===== config.mk =====
export PLATFORM = sky130hd
export DESIGN_NAME = edge_pattern_gen_flat
export DESIGN_NICKNAME = d
export VERILOG_FILES = /design/src/rtl/edge_pattern_gen_if.sv /design/src/rtl/edge_pattern_gen.sv /design/src/flat_wrapper.sv
export SDC_FILE = /design/constraint.sdc
export NUM_CORES = 1
export LEC_CHECK = 0
export ABC_AREA = 1
export CORE_MARGIN = 3
export CORE_UTILIZATION = 60
export CTS_CLUSTER_DIAMETER = 50
export DETAILED_ROUTE_END_ITERATION = 6
export PLACE_DENSITY = 0.86
export SYNTH_ARGS = -nofsm -noshare
export SYNTH_HDL_FRONTEND = slang
export SYNTH_SLANG_ARGS = --single-unit

===== constraint.sdc =====
create_clock -name clk -period 4.5 [get_ports clk]
set_clock_uncertainty 0.15 [all_clocks]
set_input_delay 1.35 -clock clk [delete_from_list [all_inputs] [get_ports clk]]
set_output_delay 1.35 -clock clk [all_outputs]
set_load 0.05 [all_outputs]

===== src/rtl/edge_pattern_gen_if.sv =====
// Bundles the edge_pattern_gen request fields and its status outputs.
// master = the side that requests trains, slave = the generator itself.
interface edge_pattern_gen_if #(
  parameter int unsigned CNT_W = 8
);

  logic             start_i;
  logic [CNT_W-1:0] high_len_i;
  logic [CNT_W-1:0] low_len_i;
  logic [CNT_W-1:0] num_pulses_i;
  logic             abort_i;
  logic             a_o;
  logic             busy_o;
  logic             done_o;
  logic [CNT_W-1:0] pulses_done_o;

  modport master (
    output start_i, high_len_i, low_len_i, num_pulses_i, abort_i,
    input  a_o, busy_o, done_o, pulses_done_o
  );

  modport slave (
    input  start_i, high_len_i, low_len_i, num_pulses_i, abort_i,
    output a_o, busy_o, done_o, pulses_done_o
  );

endinterface


===== src/rtl/edge_pattern_gen.sv =====
// Programmable pulse-train generator: N pulses of H high / L low cycles on a
// registered level output, followed by a one-cycle done strobe.
module edge_pattern_gen #(
  parameter int unsigned CNT_W = 8
) (
  input  logic              clk,
  input  logic              reset,
  edge_pattern_gen_if.slave bus
);

  localparam logic [CNT_W-1:0] ONE = CNT_W'(1);

  typedef enum logic [1:0] {
    IDLE = 2'd0,
    HIGH = 2'd1,
    LOW  = 2'd2
  } state_e;

  // Train parameters captured when a start is accepted
  typedef struct packed {
    logic [CNT_W-1:0] high_len;
    logic [CNT_W-1:0] low_len;
    logic [CNT_W-1:0] num;
  } cfg_t;

  state_e           state_q, state_d;
  cfg_t             cfg_q, cfg_d;
  logic [CNT_W-1:0] phase_q, phase_d;  // cycles left in the current phase, minus one
  logic [CNT_W-1:0] cnt_q, cnt_d;      // completed pulses
  logic             a_q, a_d;
  logic             busy_q, busy_d;
  logic             done_q, done_d;

  // Next-state, counter and output decode
  always_comb begin
    state_d = state_q;
    cfg_d   = cfg_q;
    phase_d = phase_q;
    cnt_d   = cnt_q;
    done_d  = 1'b0;

    case (state_q)
      IDLE: begin
        // Abort together with start drops the start
        if (bus.start_i && !bus.abort_i) begin
          cfg_d.high_len = (bus.high_len_i == '0) ? ONE : bus.high_len_i;
          cfg_d.low_len  = (bus.low_len_i  == '0) ? ONE : bus.low_len_i;
          cfg_d.num      = bus.num_pulses_i;
          cnt_d          = '0;
          if (bus.num_pulses_i == '0) begin
            done_d = 1'b1;
          end else begin
            state_d = HIGH;
            phase_d = cfg_d.high_len - ONE;
          end
        end
      end

      HIGH: begin
        if (bus.abort_i) begin
          state_d = IDLE;
        end else if (phase_q == '0) begin
          state_d = LOW;
          phase_d = cfg_q.low_len - ONE;
        end else begin
          phase_d = phase_q - ONE;
        end
      end

      LOW: begin
        // Abort has priority, even on the final low cycle of a pulse
        if (bus.abort_i) begin
          state_d = IDLE;
        end else if (phase_q == '0) begin
          cnt_d = cnt_q + ONE;
          if (cnt_d == cfg_q.num) begin
            state_d = IDLE;
            done_d  = 1'b1;
          end else begin
            state_d = HIGH;
            phase_d = cfg_q.high_len - ONE;
          end
        end else begin
          phase_d = phase_q - ONE;
        end
      end

      default: state_d = IDLE;
    endcase

    a_d    = (state_d == HIGH);
    busy_d = (state_d != IDLE);
  end

  // State, counters and registered outputs; reset drops a_o immediately
  always_ff @(posedge clk or negedge reset) begin
    if (!reset) begin
      state_q <= IDLE;
      cfg_q   <= '0;
      phase_q <= '0;
      cnt_q   <= '0;
      a_q     <= 1'b0;
      busy_q  <= 1'b0;
      done_q  <= 1'b0;
    end else begin
      state_q <= state_d;
      cfg_q   <= cfg_d;
      phase_q <= phase_d;
      cnt_q   <= cnt_d;
      a_q     <= a_d;
      busy_q  <= busy_d;
      done_q  <= done_d;
    end
  end

  assign bus.a_o           = a_q;
  assign bus.busy_o        = busy_q;
  assign bus.done_o        = done_q;
  assign bus.pulses_done_o = cnt_q;

endmodule


===== src/flat_wrapper.sv =====
// flat-port wrapper written by rule: the top's interface ports become plain ports
module edge_pattern_gen_flat 
#(
  parameter int unsigned CNT_W = 8
)
  (clk, reset, bus_start_i, bus_high_len_i, bus_low_len_i, bus_num_pulses_i, bus_abort_i, bus_a_o, bus_busy_o, bus_done_o, bus_pulses_done_o);
  edge_pattern_gen_if #(.CNT_W(CNT_W)) bus_i ();
  input  logic clk;
  input  logic reset;
  input wire logic [$bits(bus_i.start_i)-1:0] bus_start_i;
  input wire logic [$bits(bus_i.high_len_i)-1:0] bus_high_len_i;
  input wire logic [$bits(bus_i.low_len_i)-1:0] bus_low_len_i;
  input wire logic [$bits(bus_i.num_pulses_i)-1:0] bus_num_pulses_i;
  input wire logic [$bits(bus_i.abort_i)-1:0] bus_abort_i;
  output wire logic [$bits(bus_i.a_o)-1:0] bus_a_o;
  output wire logic [$bits(bus_i.busy_o)-1:0] bus_busy_o;
  output wire logic [$bits(bus_i.done_o)-1:0] bus_done_o;
  output wire logic [$bits(bus_i.pulses_done_o)-1:0] bus_pulses_done_o;
  assign bus_i.start_i = bus_start_i;
  assign bus_i.high_len_i = bus_high_len_i;
  assign bus_i.low_len_i = bus_low_len_i;
  assign bus_i.num_pulses_i = bus_num_pulses_i;
  assign bus_i.abort_i = bus_abort_i;
  assign bus_a_o = bus_i.a_o;
  assign bus_busy_o = bus_i.busy_o;
  assign bus_done_o = bus_i.done_o;
  assign bus_pulses_done_o = bus_i.pulses_done_o;
  edge_pattern_gen #(.CNT_W(CNT_W)) u_core (.clk(clk), .reset(reset), .bus(bus_i));
endmodule

==> results_dict.tcl <==
set metrics [dict create \
    p_clk_share_pct 15.3 \
    cts_buffers 5 \
    drv_slew 0 \
    final_common_cell "nand2_1" \
    diodes 0 \
    crit_family "compound AO/OA/AOI/OAI gates" \
    place.gp.congestion 0.881 \
    seq_power_share_pct 38.5 \
    hold_class "reg2reg" \
    final_util_pct 73.4 \
    ir_worst_vdd_mv 0.382 \
    cts_tree "built" \
    setup_violations 0 \
    cpMostUsedCell "nor2_1" \
    crit_fanout 5 \
    fill_cells 388 \
    antenna_found_initial 0 \
    instances_no_fill 520 \
    cts_hold_buf 0 \
    timing.rr.end "u_core.phase_q[2]$_DFFE_PN0P_" \
    cp_data_arrival_time_ps 3360 \
    ff_latch_area_mm2 0.00113 \
    drc 0 \
    critPathMaxStageDelay_ps 540 \
    dieArea_mm2 0.00589 \
    vias_per_cell 5.64 \
    combPwrFrac_pct 46.2 \
    syn_area_per_cell_um2 7.20 \
    dr_total_vias 2931 \
    ys_types 36 \
    switchingPower_w 0.000771 \
    reg2reg_from "u_core.phase_q[0]$_DFFE_PN0P_" \
    final.period_utilization_pct 72.8 \
    coreArea_mm2 0.00479 \
    dp_cells 512 \
    area_growth_pct 17.0 \
    path_buf_inv 2 \
    power.total_w 0.00176 \
    synth_area_mm2 0.00300 \
    htree_levels 2 \
    rsz0062_at_grt "false" \
    worst_slew_pin_slew_ps 994 \
    ctsResizeCount 0 \
    swShare_pct 43.8 \
    critical-path-slowest-cell "clkdlybuf4s50_1" \
    most-common-layout-cells "nand2_1 (95), inv_1 (58), nand3_1 (47), dfrtp_1 (45), clkdlybuf4s50_1 (37)" \
    drive_gt1_share_pct 7.95 \
    drv_cap 0 \
    synth_ff_type "dfrtp_1" \
    hp-start "u_core.cfg_q[9]$_DFFE_PN0P_" \
    drtAntennaViolNets 0 \
    crit_chain "clkdlybuf4s50_1, nor2_1, inv_1, nor2_1, a31oi_1, ha_1, nand2_1, o21ai_0, a21oi_1, a31oi_1, nor2_1, a21oi_1" \
    dieWidth_um 76.7 \
    initial_core_util_pct 62.7 \
    fin_nets 489 \
    outcome "finished clean" \
    multiInputGateArea_mm2 0.00159 \
    p_int_w 0.000990 \
    cts-root-buf "clkbuf_8" \
    yosys_warnings 0 \
    synth-edff-count 0 \
    grt_overflow_total 0 \
    leakage_nw 1.65 \
    whs_path_depth 2 \
    synth.net_count 454 \
    clkLatencyLatePin_ps 300 \
    ioPinCount 39 \
    grt_pass1_vias 2779 \
    totalWireLength_mm 7.01 \
    maxClockFrequency_mhz 305 \
    fin_crit_ps 3280 \
    start_kind "input pin" \
    grt_max_degree 46 \
    relSlewSlack_pct 33.7 \
    syn_inst 417 \
    p_per_area_mw_per_mm2 502 \
    finalHoldViolations 0 \
    path_clk_slew_ps 90 \
    dr.first_iter.drc_count 258 \
    ys_seq_area_share_pct 37.5 \
    hpwl_mm 5.34 \
    clockBufferDepth 2 \
    io_buffers 38 \
    chipHeight_um 76.7 \
    synth-seq-cells 45 \
    globalRouteTotalUtil_pct 25.0 \
    grt_pass1_wl_mm 12.0 \
    setup_tns_ps 0 \
    wl_per_cell_um 13.5 \
    critical_path_class "in2reg" \
    drt_pre_antenna_iters 5 \
    required_ps 4580 \
    postCtsSetupBuffers 0 \
    rrSetupSlack_ps 2070 \
    rows 25 \
    ys_async_sr_fraction_pct 100 \
    end_kind "register" \
    ff2ff_path_depth 10 \
    cts.sinks 45 \
    hold_end "u_core.cfg_q[9]$_DFFE_PN0P_" \
]
## power by group through the flow
stage	logic, W	clock network [W]	registers [W]
floorplan	0.000602	0	0.000677
global placement	0.000778	0	0.000671
detailed placement	0.000804	0	0.000679
CTS	0.000807	0.000273	0.000673
global route	0.000920	0.000290	0.000696
finish	0.000813	0.000269	0.000678
## layer usage
layer | GRT usage [%] | vias to the layer above | share of wire [%]
li1 | - | 1434 | -
met4 | 8.70 | 0 | 2.6
met1 | 29.6 | 1375 | 41
met3 | 4.46 | 26 | 5.0
met5 | 0 | - | 0
met2 | 45.2 | 96 | 51
## worst max-delay path by stage
stage / start / slack, ps / depth (start not counted) / endpoint
detailed placement: bus_high_len_i[3] / 920 / 12 / u_core.phase_q[4]$_DFFE_PN0P_
finish: bus_high_len_i[3] / 1220 / 12 / u_core.phase_q[4]$_DFFE_PN0P_
floorplan: bus_high_len_i[2] / 1680 / 11 / u_core.phase_q[4]$_DFFE_PN0P_
global route: bus_high_len_i[3] / 1010 / 12 / u_core.phase_q[4]$_DFFE_PN0P_
CTS: bus_high_len_i[3] / 1240 / 12 / u_core.phase_q[4]$_DFFE_PN0P_
global placement: bus_high_len_i[3] / 1050 / 12 / u_core.phase_q[4]$_DFFE_PN0P_
## logic make-up (layout without fill, tap and decap cells)
logic type      Yosys count  in the layout  synth area share (%)
compound gates           69             69                  12.7
flops                    45             45                  37.5
buf+inv                  72            108                  9.51
xor+xnor                 11             11                  3.21
fa+ha+maj                 9              9                  3.75
mux                       2              2                 0.751
simple gates            209            209                  32.5
## area by class of cell
cell class	instances	area share [%]
flip-flops and latches	45	32.1
inverters	60	6.41
well taps	67	2.39
repair buffers	40	11.1
clock buffers	6	2.35
clock inverters	2	0.392
multi-input cells	300	45.3
## tightest hold or removal path, stage by stage, from the launching register on
cell and delay (ps):
dfrtp_1 360, nand2_1 50, o21ai_0 60
## cells in the mapped netlist (3+ instances only)
master    count  share of area [%]
o22ai_1       6                1.3
nor2_1       31                3.9
clkbuf_1      8                1.0
or2_2         5                1.0
o21ai_0      33                5.5
dfrtp_1      45                 38
xnor2_1       3               0.88
nand2_1      95                 12
buf_2         3               0.50
nand3_1      47                7.8
a21oi_1      17                2.8
xor2_1        8                2.3
inv_1        58                7.3
nand3b_1      4                1.0
ha_1          9                3.8
nor2_4        3                1.1
a31oi_1       4               0.83
nand4_1      10                2.1
nor2_2        6                1.3
## state kept, by name, indices dropped and copies added, names as in the netlist
name and flops:
u_core.cfg_q 24, u_core.bus.pulses_done_o 8, u_core.phase_q 8, u_core.state_q 2, u_core.bus.a_o 1, u_core.bus.busy_o 1
u_core.bus.done_o 1
## metrics by stage
step,area (um2),setup WS (ps),hold slack (ps)
after detailed placement,3410,923,334
after floorplan,3000,1680,303
final,3510,1220,352
after global routing,3510,1010,365
after CTS,3510,1240,356
after global placement,3410,1050,331
Note: power is estimated with default switching activity, not from simulation.
